File: src/rtl/inst_queue.sv
// -----------------------------------------------------------------------------
// inst_queue
//
// Circular instruction queue sitting between the fetch stage (IF) and the
// decoder. IF pushes {instruction, PC} pairs; the decoder pops one entry per
// cycle whenever it is ready. The queue raises a registered almost-full flag
// early enough to absorb IF's in-flight push, and the reorder buffer can flush
// every entry on a mispredict or exception. A low global ready freezes all
// state and outputs.
//
// Ports:
//   clk_in                      clock, rising edge
//   rst_in                      asynchronous active-low reset
//   rdy_in                      global ready; low freezes everything
//   if_instqueue_en_in          push strobe from IF
//   if_instqueue_inst_in        pushed instruction word
//   if_instqueue_pc_in          pushed PC
//   instqueue_if_full_out       almost-full back-pressure to IF
//   decoder_instqueue_rdy_in    decoder can accept an entry this cycle
//   instqueue_decoder_en_out    one-cycle strobe marking a valid output entry
//   instqueue_decoder_inst_out  popped instruction word
//   instqueue_decoder_pc_out    popped PC
//   rob_instqueue_clear_in      flush all entries
// -----------------------------------------------------------------------------
module inst_queue #(
    parameter int DEPTH  = 16,
    parameter int IDX_W  = $clog2(DEPTH),
    parameter int INST_W = 32,
    parameter int ADDR_W = 32
) (
    input  logic              clk_in,
    input  logic              rst_in,
    input  logic              rdy_in,
    input  logic              if_instqueue_en_in,
    input  logic [INST_W-1:0] if_instqueue_inst_in,
    input  logic [ADDR_W-1:0] if_instqueue_pc_in,
    output logic              instqueue_if_full_out,
    input  logic              decoder_instqueue_rdy_in,
    output logic              instqueue_decoder_en_out,
    output logic [INST_W-1:0] instqueue_decoder_inst_out,
    output logic [ADDR_W-1:0] instqueue_decoder_pc_out,
    input  logic              rob_instqueue_clear_in
);

    localparam logic [IDX_W:0] DEPTH_C   = (IDX_W+1)'(DEPTH);
    // Two entries of slack: IF registers its push, so one more may already be
    // on its way when it first sees the flag.
    localparam logic [IDX_W:0] FULL_TH_C = (IDX_W+1)'(DEPTH - 2);

    // Storage is deliberately left unreset; only the pointers define validity.
    logic [INST_W-1:0] instMem_q [DEPTH];
    logic [ADDR_W-1:0] pcMem_q   [DEPTH];

    logic [IDX_W-1:0]  head_q,    head_d;
    logic [IDX_W-1:0]  tail_q,    tail_d;
    logic [IDX_W:0]    count_q,   count_d;
    logic              en_q,      en_d;
    logic [INST_W-1:0] instOut_q, instOut_d;
    logic [ADDR_W-1:0] pcOut_q,   pcOut_d;
    logic              full_q,    full_d;
    logic              push;
    logic              pop;

    // Next-state logic. Clear beats pop and push; a pop frees a slot so a push
    // into a completely full queue is still accepted when it pairs with a pop.
    always_comb begin
        head_d    = head_q;
        tail_d    = tail_q;
        count_d   = count_q;
        en_d      = en_q;
        instOut_d = instOut_q;
        pcOut_d   = pcOut_q;
        full_d    = full_q;
        push      = 1'b0;
        pop       = 1'b0;
        if (rdy_in) begin
            if (rob_instqueue_clear_in) begin
                head_d  = '0;
                tail_d  = '0;
                count_d = '0;
                en_d    = 1'b0;
                full_d  = 1'b0;
            end else begin
                pop  = decoder_instqueue_rdy_in && (count_q != '0);
                push = if_instqueue_en_in && ((count_q < DEPTH_C) || pop);
                if (pop) begin
                    instOut_d = instMem_q[head_q];
                    pcOut_d   = pcMem_q[head_q];
                    en_d      = 1'b1;
                    head_d    = head_q + 1'b1;
                end else begin
                    en_d = 1'b0;
                end
                if (push) begin
                    tail_d = tail_q + 1'b1;
                end
                count_d = count_q + (IDX_W+1)'(push) - (IDX_W+1)'(pop);
                full_d  = (count_d >= FULL_TH_C);
            end
        end
    end

    // Control and output registers.
    always_ff @(posedge clk_in or negedge rst_in) begin
        if (!rst_in) begin
            head_q    <= '0;
            tail_q    <= '0;
            count_q   <= '0;
            en_q      <= 1'b0;
            instOut_q <= '0;
            pcOut_q   <= '0;
            full_q    <= 1'b0;
        end else begin
            head_q    <= head_d;
            tail_q    <= tail_d;
            count_q   <= count_d;
            en_q      <= en_d;
            instOut_q <= instOut_d;
            pcOut_q   <= pcOut_d;
            full_q    <= full_d;
        end
    end

    // Entry storage; push is already qualified by rdy_in and clear.
    always_ff @(posedge clk_in) begin
        if (push) begin
            instMem_q[tail_q] <= if_instqueue_inst_in;
            pcMem_q[tail_q]   <= if_instqueue_pc_in;
        end
    end

    assign instqueue_if_full_out      = full_q;
    assign instqueue_decoder_en_out   = en_q;
    assign instqueue_decoder_inst_out = instOut_q;
    assign instqueue_decoder_pc_out   = pcOut_q;

endmodule

File: config.mk
export PLATFORM = sky130hd
export DESIGN_NAME = inst_queue
export DESIGN_NICKNAME = d
export VERILOG_FILES = /design/src/rtl/inst_queue.sv
export SDC_FILE = /design/constraint.sdc
export NUM_CORES = 1
export LEC_CHECK = 0
export ABC_AREA = 1
export ABC_CLOCK_PERIOD_IN_PS = 4550
export BUFFER_PORTS_ARGS = -buffer_cell sky130_fd_sc_hd__buf_2
export CELL_PAD_IN_SITES_DETAIL_PLACEMENT = 0
export CELL_PAD_IN_SITES_GLOBAL_PLACEMENT = 1
export CORE_MARGIN = 3
export CORE_UTILIZATION = 51
export DETAILED_ROUTE_END_ITERATION = 12
export PLACE_DENSITY_LB_ADDON = 0.25
export SETUP_SLACK_MARGIN = 0.5
export SLEW_MARGIN = 20
export SYNTH_ARGS = -nofsm -noshare
export SYNTH_HDL_FRONTEND = slang
export SYNTH_SLANG_ARGS = --single-unit
File: constraint.sdc
create_clock -name clk_in -period 4.55 [get_ports clk_in]
set_input_delay 0.91 -clock clk_in [delete_from_list [all_inputs] [get_ports clk_in]]
set_output_delay 0.91 -clock clk_in [all_outputs]
set_load 0.05 [all_outputs]
Yosys cells after proc, flatten, opt, wreduce, memory -nomap -nowiden --
Memory sizes are Yosys's and may differ from the RTL's. A register that Yosys moved wholly into a read port is not among the register bits. Index checks and enable logic that the tools add are counted. W data, S select, Z words.
Word-level totals: input bits 70, memory bits (writable) 1024, output and inout port bits 66, latch bits 0, memories 2, bits in registers 15, memory bits (read-only) 0
Cells by class: multipliers 0, reductions and logical operators 11, magnitude comparators 2, shift operators 0, bitwise gates (word level) 1, add/sub/neg operators 4, div/mod/pow operators 0, eq/ne operators 0, muxes and demuxes 12
Memory list:
- instMem_q | depth 16, width 32, rd ports 1, clocked after Yosys merged registers in 1, wr ports 1, RTL line 51 | logic [INST_W-1:0] instMem_q [DEPTH];
- pcMem_q | depth 16, width 32, rd ports 1, clocked after Yosys merged registers in 1, wr ports 1, RTL line 52 | logic [ADDR_W-1:0] pcMem_q [DEPTH];
Operators with widths (number):
- $mux W4 | 4
- $add A4 B1 Y4 const B | 2
- $mux W1 | 7
- $add A5 B1 Y5 | 1
- $ge A5 B4 Y1 const B | 1
- $lt A5 B5 Y1 const B | 1
- $mux W5 | 1
- $reduce_bool A5 Y1 | 1
- $sub A5 B1 Y5 | 1
- $reduce_and A2 Y1 | 2
- $reduce_bool A2 Y1 | 2
- $reduce_and A3 Y1 | 1
- $logic_and A1 B1 Y1 | 2
- $logic_not A1 Y1 | 2
- $logic_or A1 B1 Y1 | 1
- $not A1 Y1 | 1

Depth between registers and ports, before layout --
Gate-level depths: netlist (run 1).
depth after elaboration 8, depth in mapped cells 14

Worst setup path after synthesis (run 1) --
Ideal clock, no wire load.
path type in2reg, start input port rdy_in, end memory instMem_q[0][0], enable pin, arrival time 4.127 ns, buffers on the path 0, stages 6, setup time 0.486 ns, path slack -0.063 ns, cell sequence inv_2 nor2_4 nand3_1 inv_1 nand2_1 nor2_1
On the way: longest elaborated chain between the ends 3
RTL lines:
- start: declaration | RTL line 33 | input logic rdy_in,
- $mux W1 | RTL line 76 | if (rdy_in) begin
- $mux W1 | RTL line 126 | if (push) begin
- $mux W1 (not written as such) | RTL line 127 | instMem_q[tail_q] <= if_instqueue_inst_in;
- end: declaration | RTL line 51
Every way passes these cells.

==> flow_metrics.env, run 1 <==
export IMPL_outcome="finished clean"
export IMPL_holdBufCountCts=0
export IMPL_worstMarginPinSlew_ps=1110
export IMPL_reg2reg_setup_slack_ps=1550
export IMPL_ir_drop_uv=406
export IMPL_hold_viol_final=0
export IMPL_io_pins=136
export IMPL_h_tree_depth=3
export IMPL_endpoint="instqueue_decoder_pc_out[11]"
export IMPL_drive_gt1_share_pct=10.2
export IMPL_grt_util_all_layers_pct=24.2
export IMPL_maxCapViolations=0
export IMPL_worstSetupPathType="reg -> reg"
export IMPL_r2r_cells=8
export IMPL_synth_area_top_cells="edfxtp_1, nand2_1, nand3_1"
export IMPL_syn_inst=3738
export IMPL_first_iter_violations=2383
export IMPL_drc=0
export IMPL_leakagePower_nw=19.1
export IMPL_critPathMaxFanout=75
export IMPL_drt_pass1_iterations=7
export IMPL_placed_area_um2=45800
export IMPL_synth_top_area_share_pct=70.1
export IMPL_cts_setup_buffers=0
export IMPL_viasPerCell=5.47
export IMPL_yosys_top_cells_count="nand2_1, edfxtp_1, nand3_1, a21oi_1, buf_2"
export IMPL_grt_antenna_before_repair=3
export IMPL_portBuffers=135
export IMPL_rsz0062_at_grt="false"
export IMPL_synth_cell_types=24
export IMPL_die_height_um=299
export IMPL_path_clk_slew_ps=60
export IMPL_num_vias=27730
export IMPL_clockBufferDepth=3
export IMPL_grt_pass1_vias=26841
export IMPL_clk_latency_ps=660
export IMPL_hpwl_um=55500
export IMPL_drtAntennaViolNets=0
export IMPL_yosysMostFrequentCell="nand2_1"
export IMPL_start_util_pct=52.0
export IMPL_finalCritPeriodShare_pct=66.0
export IMPL_fin_nets=3919
export IMPL_area_growth_pct=13.1
export IMPL_ys_warn_count=0
export IMPL_ys_ff_latch=1103
export IMPL_rr_startpoint="head_q[0]"
export IMPL_cts_root_buf="clkbuf_16"
export IMPL_cts_buffers=112
export IMPL_core_area_um2=84400
export IMPL_row_count=106
export IMPL_grt_pass1_wl_um=166000
export IMPL_syn_nets=3820
export IMPL_yosys_area_top_type="edfxtp_1"
export IMPL_crit_path_end_kind="register"
export IMPL_cellPowerDensity_nw_per_um2=545
export IMPL_critPathLaunch="head_q[0]"
export IMPL_finalInstanceArea_um2=49600
export IMPL_synth_edf_count=1024
export IMPL_skew_ps=16.8
export IMPL_netlist_area_um2=43800
export IMPL_fin_tns_setup_ps=0
export IMPL_die_area_um2=89500
export IMPL_fp_dieW_um=299
export IMPL_synth_area_per_cell_um2=11.7
export IMPL_wire_per_inst_um=21.4
export IMPL_grt_max_degree=135
export IMPL_worstReg2RegEnd="instqueue_decoder_pc_out[11]"
export IMPL_period_needed_ps=3000
export IMPL_max_freq_mhz=333
export IMPL_min_path_type="in -> async"
export IMPL_worstPathRequired_ps=5140
export IMPL_slew_headroom_pct=26.3
export IMPL_ctsResizeCount=0
export IMPL_synth_seq_area_share_pct=74.6
export IMPL_drt_total_wl_um=108000
export IMPL_cts_sinks=1103
export IMPL_critPathLaunchType="register"
export IMPL_gr_total_overflow=0
export IMPL_synth_ff_type="edfxtp_1"
export IMPL_maxSlewViolCount=0
export IMPL_arrival_ps=3590
export IMPL_tritoncts="yes"
export IMPL_globalplace_congestion=0.759
export IMPL_postSynth_asyncResetShare_pct=7.16
export IMPL_setup_violations_final=0
[logic make-up (layout without fill, tap and decap cells)]
group	count (synthesis)	in the layout	synth area share, %
buf+inv	238	434	2.55
xor+xnor	5	5	0.0999
fa+ha+maj	12	12	0.360
flops	1103	1103	74.6
other cells	0	1	0
simple gates	2233	2233	20.7
compound gates	147	147	1.70
[report_power, final]
part           total, mW  internal (mW)  switching [mW]
Sequential          11.8           11.5           0.319
Clock               9.49           5.66            3.83
Combinational       5.76           1.44            4.32
[cell usage in the layout (no fill, tap or decap), types with 3 or more instances in the layout]
cell | netlist | layout
o21ai_0 | 9 | 9
clkbuf_8 | 0 | 11
clkinv_2 | 0 | 28
edfxtp_1 | 1024 | 1024
buf_2 | 88 | 134
nor2_4 | 2 | 19
bufinv_16 | 0 | 16
clkbuf_16 | 0 | 114
nand3_1 | 520 | 520
clkbuf_1 | 69 | 17
o22ai_1 | 3 | 3
inv_1 | 22 | 19
xor2_1 | 5 | 5
nor2_1 | 85 | 68
buf_12 | 0 | 17
inv_6 | 0 | 5
a21oi_1 | 132 | 132
clkinv_4 | 0 | 3
nand2_1 | 1623 | 1622
buf_4 | 26 | 45
ha_1 | 11 | 11
clkinv_1 | 0 | 17
clkinvlp_4 | 0 | 3
dfrtp_1 | 79 | 77
[worst min-delay path by stage]
stage,startpoint,to,slack [ps],depth (start not counted)
final,rst_in,instqueue_decoder_en_out,60,1
after CTS,rst_in,count_q[4],40,1
after global placement,instqueue_decoder_pc_out[29],instqueue_decoder_pc_out[29],460,2
after detailed placement,instqueue_decoder_pc_out[25],instqueue_decoder_pc_out[25],460,2
after global routing,rst_in,instqueue_if_full_out,40,1
after floorplan,tail_q[2],tail_q[2],520,1
[flip-flops by register name (all words and copies together) (netlist names)]
signal	cells
instqueue_decoder_pc_out	32
head_q	4
pcMem_q	512
instqueue_if_full_out	1
count_q	5
tail_q	4
instMem_q	512
instqueue_decoder_en_out	1
instqueue_decoder_inst_out	32
[critical path: stages (launching register included)]
cell	delay (ps)
dfrtp_4	750
buf_4	600
buf_4	780
nand2_1	110
nand3_1	130
nand3_1	120
nand3_1	140
nand3_1	100
nand2_1	90
[per-layer routing]
metal  track usage [%]  vias up  part of all wire (%)
met2              38.8      927                    47
li1                  -    13069                     -
met1              35.3    13558                    45
met3              3.12      174                   6.2
met5                 0        -                 0.012
met4              6.31        2                   2.1
[cell type report]
| cell class | instances | area, um2 |
|---|---|---|
| Fill cell | 6819 | 34800 |
| Sequential cell | 1103 | 32700 |
| Multi-Input combinational cell | 2397 | 10100 |
| Clock buffer | 142 | 3070 |
| Tap cell | 1134 | 1420 |
| Timing Repair Buffer | 196 | 1350 |
| Clock inverter | 69 | 762 |
| Inverter | 27 | 128 |
| Antenna cell | 1 | 2.50 |
[metrics by stage]
step / std cells / hold WS [ps] / setup slack (ps) / power [mW] / util, %
6_report: 5069 / 60.4 / 1550 / 27.1 / 58.8
5_1_grt: 5069 / 40.3 / 1350 / 28.3 / 58.8
4_1_cts: 5068 / 37.0 / 1570 / 27.2 / 58.8
3_5_place_dp: 4857 / 461 / 1110 / 17.8 / 54.3
3_3_place_gp: 4857 / 458 / 1150 / 17.8 / 54.3
2_1_floorplan: 3738 / 517 / -62.9 / 16.1 / -
Note: power is estimated with default switching activity, not from simulation.
==> inputs of run 2 (changes only) <==
Settings changed: ABC_CLOCK_PERIOD_IN_PS 4550 to 2800.
Clock period 4.55 ns to 2.8 ns, I/O delays scaled along.
==> run 2 against run 1 <==
Compared with the run above: worst setup slack lost 1100 ps; first-iteration DRC count shrank 4.4%; hold slack gained 190 ps; final cell count grew 0.65%; sequential power grew 62%; critical path depth grew 6; global-route usage shrank 0.40 points; cell area grew 1.2%; combinational power grew 70%; clock power grew 58%; clock skew shrank 1.4 ps; critical endpoint is now count_q[4]; largest power group unchanged; highest routed layer unchanged.
==> flow_metrics.env, run 2 (same netlist as run 1, synthesis figures left out) <==
export IMPL_outcome="finished clean"
export IMPL_hpwl_um=54200
export IMPL_path_clk_slew_ps=60
export IMPL_leakagePower_nw=19.3
export IMPL_h_tree_depth=3
export IMPL_grt_max_degree=183
export IMPL_critPathMaxFanout=2
export IMPL_cts_sinks=1103
export IMPL_drt_pass1_iterations=6
export IMPL_core_area_um2=84400
export IMPL_grt_pass1_vias=26638
export IMPL_hold_viol_final=0
export IMPL_wire_per_inst_um=20.8
export IMPL_rr_startpoint="count_q[3]"
export IMPL_hold_depth=4
export IMPL_die_height_um=299
export IMPL_grt_util_all_layers_pct=23.8
export IMPL_io_pins=136
export IMPL_globalplace_congestion=0.756
export IMPL_crit_path_end_kind="register"
export IMPL_setup_violations_final=0
export IMPL_skew_ps=15.4
export IMPL_drtAntennaViolNets=0
export IMPL_worstHoldStart="rob_instqueue_clear_in"
export IMPL_num_vias=27536
export IMPL_row_count=106
export IMPL_final_common_cell="nand2_1"
export IMPL_cts_buffers=110
export IMPL_worstSetupPathType="reg -> reg"
export IMPL_clockBufferDepth=3
export IMPL_fp_dieW_um=299
export IMPL_critPathLaunchType="register"
export IMPL_viasPerCell=5.40
export IMPL_min_to="count_q[0]"
export IMPL_grt_antenna_before_repair=9
export IMPL_die_area_um2=89500
export IMPL_start_util_pct=52.0
export IMPL_ir_drop_uv=711
export IMPL_fin_tns_setup_ps=0
export IMPL_arrival_ps=2850
export IMPL_min_path_type="in -> reg"
export IMPL_area_growth_pct=14.4
export IMPL_slew_headroom_pct=41.6
export IMPL_finalInstanceArea_um2=50200
export IMPL_clk_latency_ps=670
export IMPL_fin_nets=3950
export IMPL_reg2reg_setup_slack_ps=490
export IMPL_cellPowerDensity_nw_per_um2=875
export IMPL_drt_total_wl_um=106000
export IMPL_placed_area_um2=46300
export IMPL_drive_gt1_share_pct=11.2
export IMPL_reg_top3="instMem_q: 512 flops, pcMem_q: 512 flops"
export IMPL_maxCapViolations=0
export IMPL_portBuffers=135
export IMPL_period_needed_ps=2310
export IMPL_grt_pass1_wl_um=162000
export IMPL_drc=0
export IMPL_final_cell_mix="nand2_1, edfxtp_1, nand3_1"
export IMPL_max_freq_mhz=433
export IMPL_tritoncts="yes"
export IMPL_first_iter_violations=2279
export IMPL_maxSlewViolCount=0
export IMPL_cts_root_buf="clkbuf_16"
export IMPL_rsz0062_at_grt="true"
export IMPL_worstReg2RegEnd="count_q[4]"
export IMPL_worstPathRequired_ps=3340
export IMPL_worstMarginPinSlew_ps=877
export IMPL_r2r_cells=14
export IMPL_finalCritPeriodShare_pct=82.5
export IMPL_gr_total_overflow=0
==> run 2: cell types whose count changed in the layout (fill, tap and decap cells not counted), sizes merged <==
cell | previous run | this run
buf | 196 | 228
inv | 28 | 32
diode | 1 | 5
clkinv | 49 | 32
clkbuf | 142 | 154
bufinv | 16 | 13
dlygate4sd3 | 0 | 1
==> run 2: worst max-delay path by stage <==
stage / cells past startpoint / end / start
6_report: 14 / count_q[4] / count_q[3]
5_1_grt: 14 / count_q[4] / count_q[3]
4_1_cts: 11 / count_q[4] / count_q[4]
3_5_place_dp: 14 / count_q[4] / count_q[3]
3_3_place_gp: 14 / count_q[4] / count_q[2]
2_1_floorplan: 6 / instMem_q[11][0] / rdy_in
==> run 2: cell type report <==
cell class                 count  area [um2]
inverter                      27         146
multi-input combinational   2397       10200
timing repair buffer         229        1890
sequential                  1103       32700
antenna                        5        12.5
fill                        6776       34200
clock buffer                 154        3090
tap                         1134        1420
clock inverter                53         651
==> run 2: per-stage QoR <==
stage          hold slack [ps]  worst slack [ps]  cells  power [mW]  utilization [%]
2_1_floorplan              264               340   3738        26.2                -
3_3_place_gp               458               214   4880        29.0             54.9
3_5_place_dp               460               173   4880        29.1             54.9
4_1_cts                    219               502   5096        44.2             59.4
5_1_grt                    249               358   5098        45.9             59.5
6_report                   255               489   5102        43.9             59.5
==> run 2: critical path, stage by stage, from the launching register on <==
cell and delay, ps:
dfrtp_1 390, inv_2 90, ha_4 130, nand4_1 110, nand2_2 110, inv_2 50, ha_4 210, inv_2 60
ha_4 130, inv_2 40, fa_2 350, nand3b_1 190, a21o_1 200, nand3_2 80, o21ai_1 70
==> run 2: timing repair <==
action / CTS / global route
setup buffers: 8 / 1
resized for setup: 13 / 3
hold buffers: 1 / 0
endpoints found under the hold margin: 6 / 0
pin swaps: 6 / 5
endpoints found under the setup margin: 3 / 4
==> run 2: report_power, final <==
group          leakage, nW  internal (mW)  switching, mW
registers             10.2           18.7          0.488
logic                 7.24           2.65           7.12
clock network         1.82           8.90           6.08
total                 19.3           30.2           13.7
==> run 2: per-layer routing <==
metal,vias up,GRT usage [%],wire length [um]
met5,-,0,31
met4,6,6.42,2340
met3,161,3.93,6930
met2,842,38.9,50700
met1,13395,33.3,46300
li1,13132,-,-
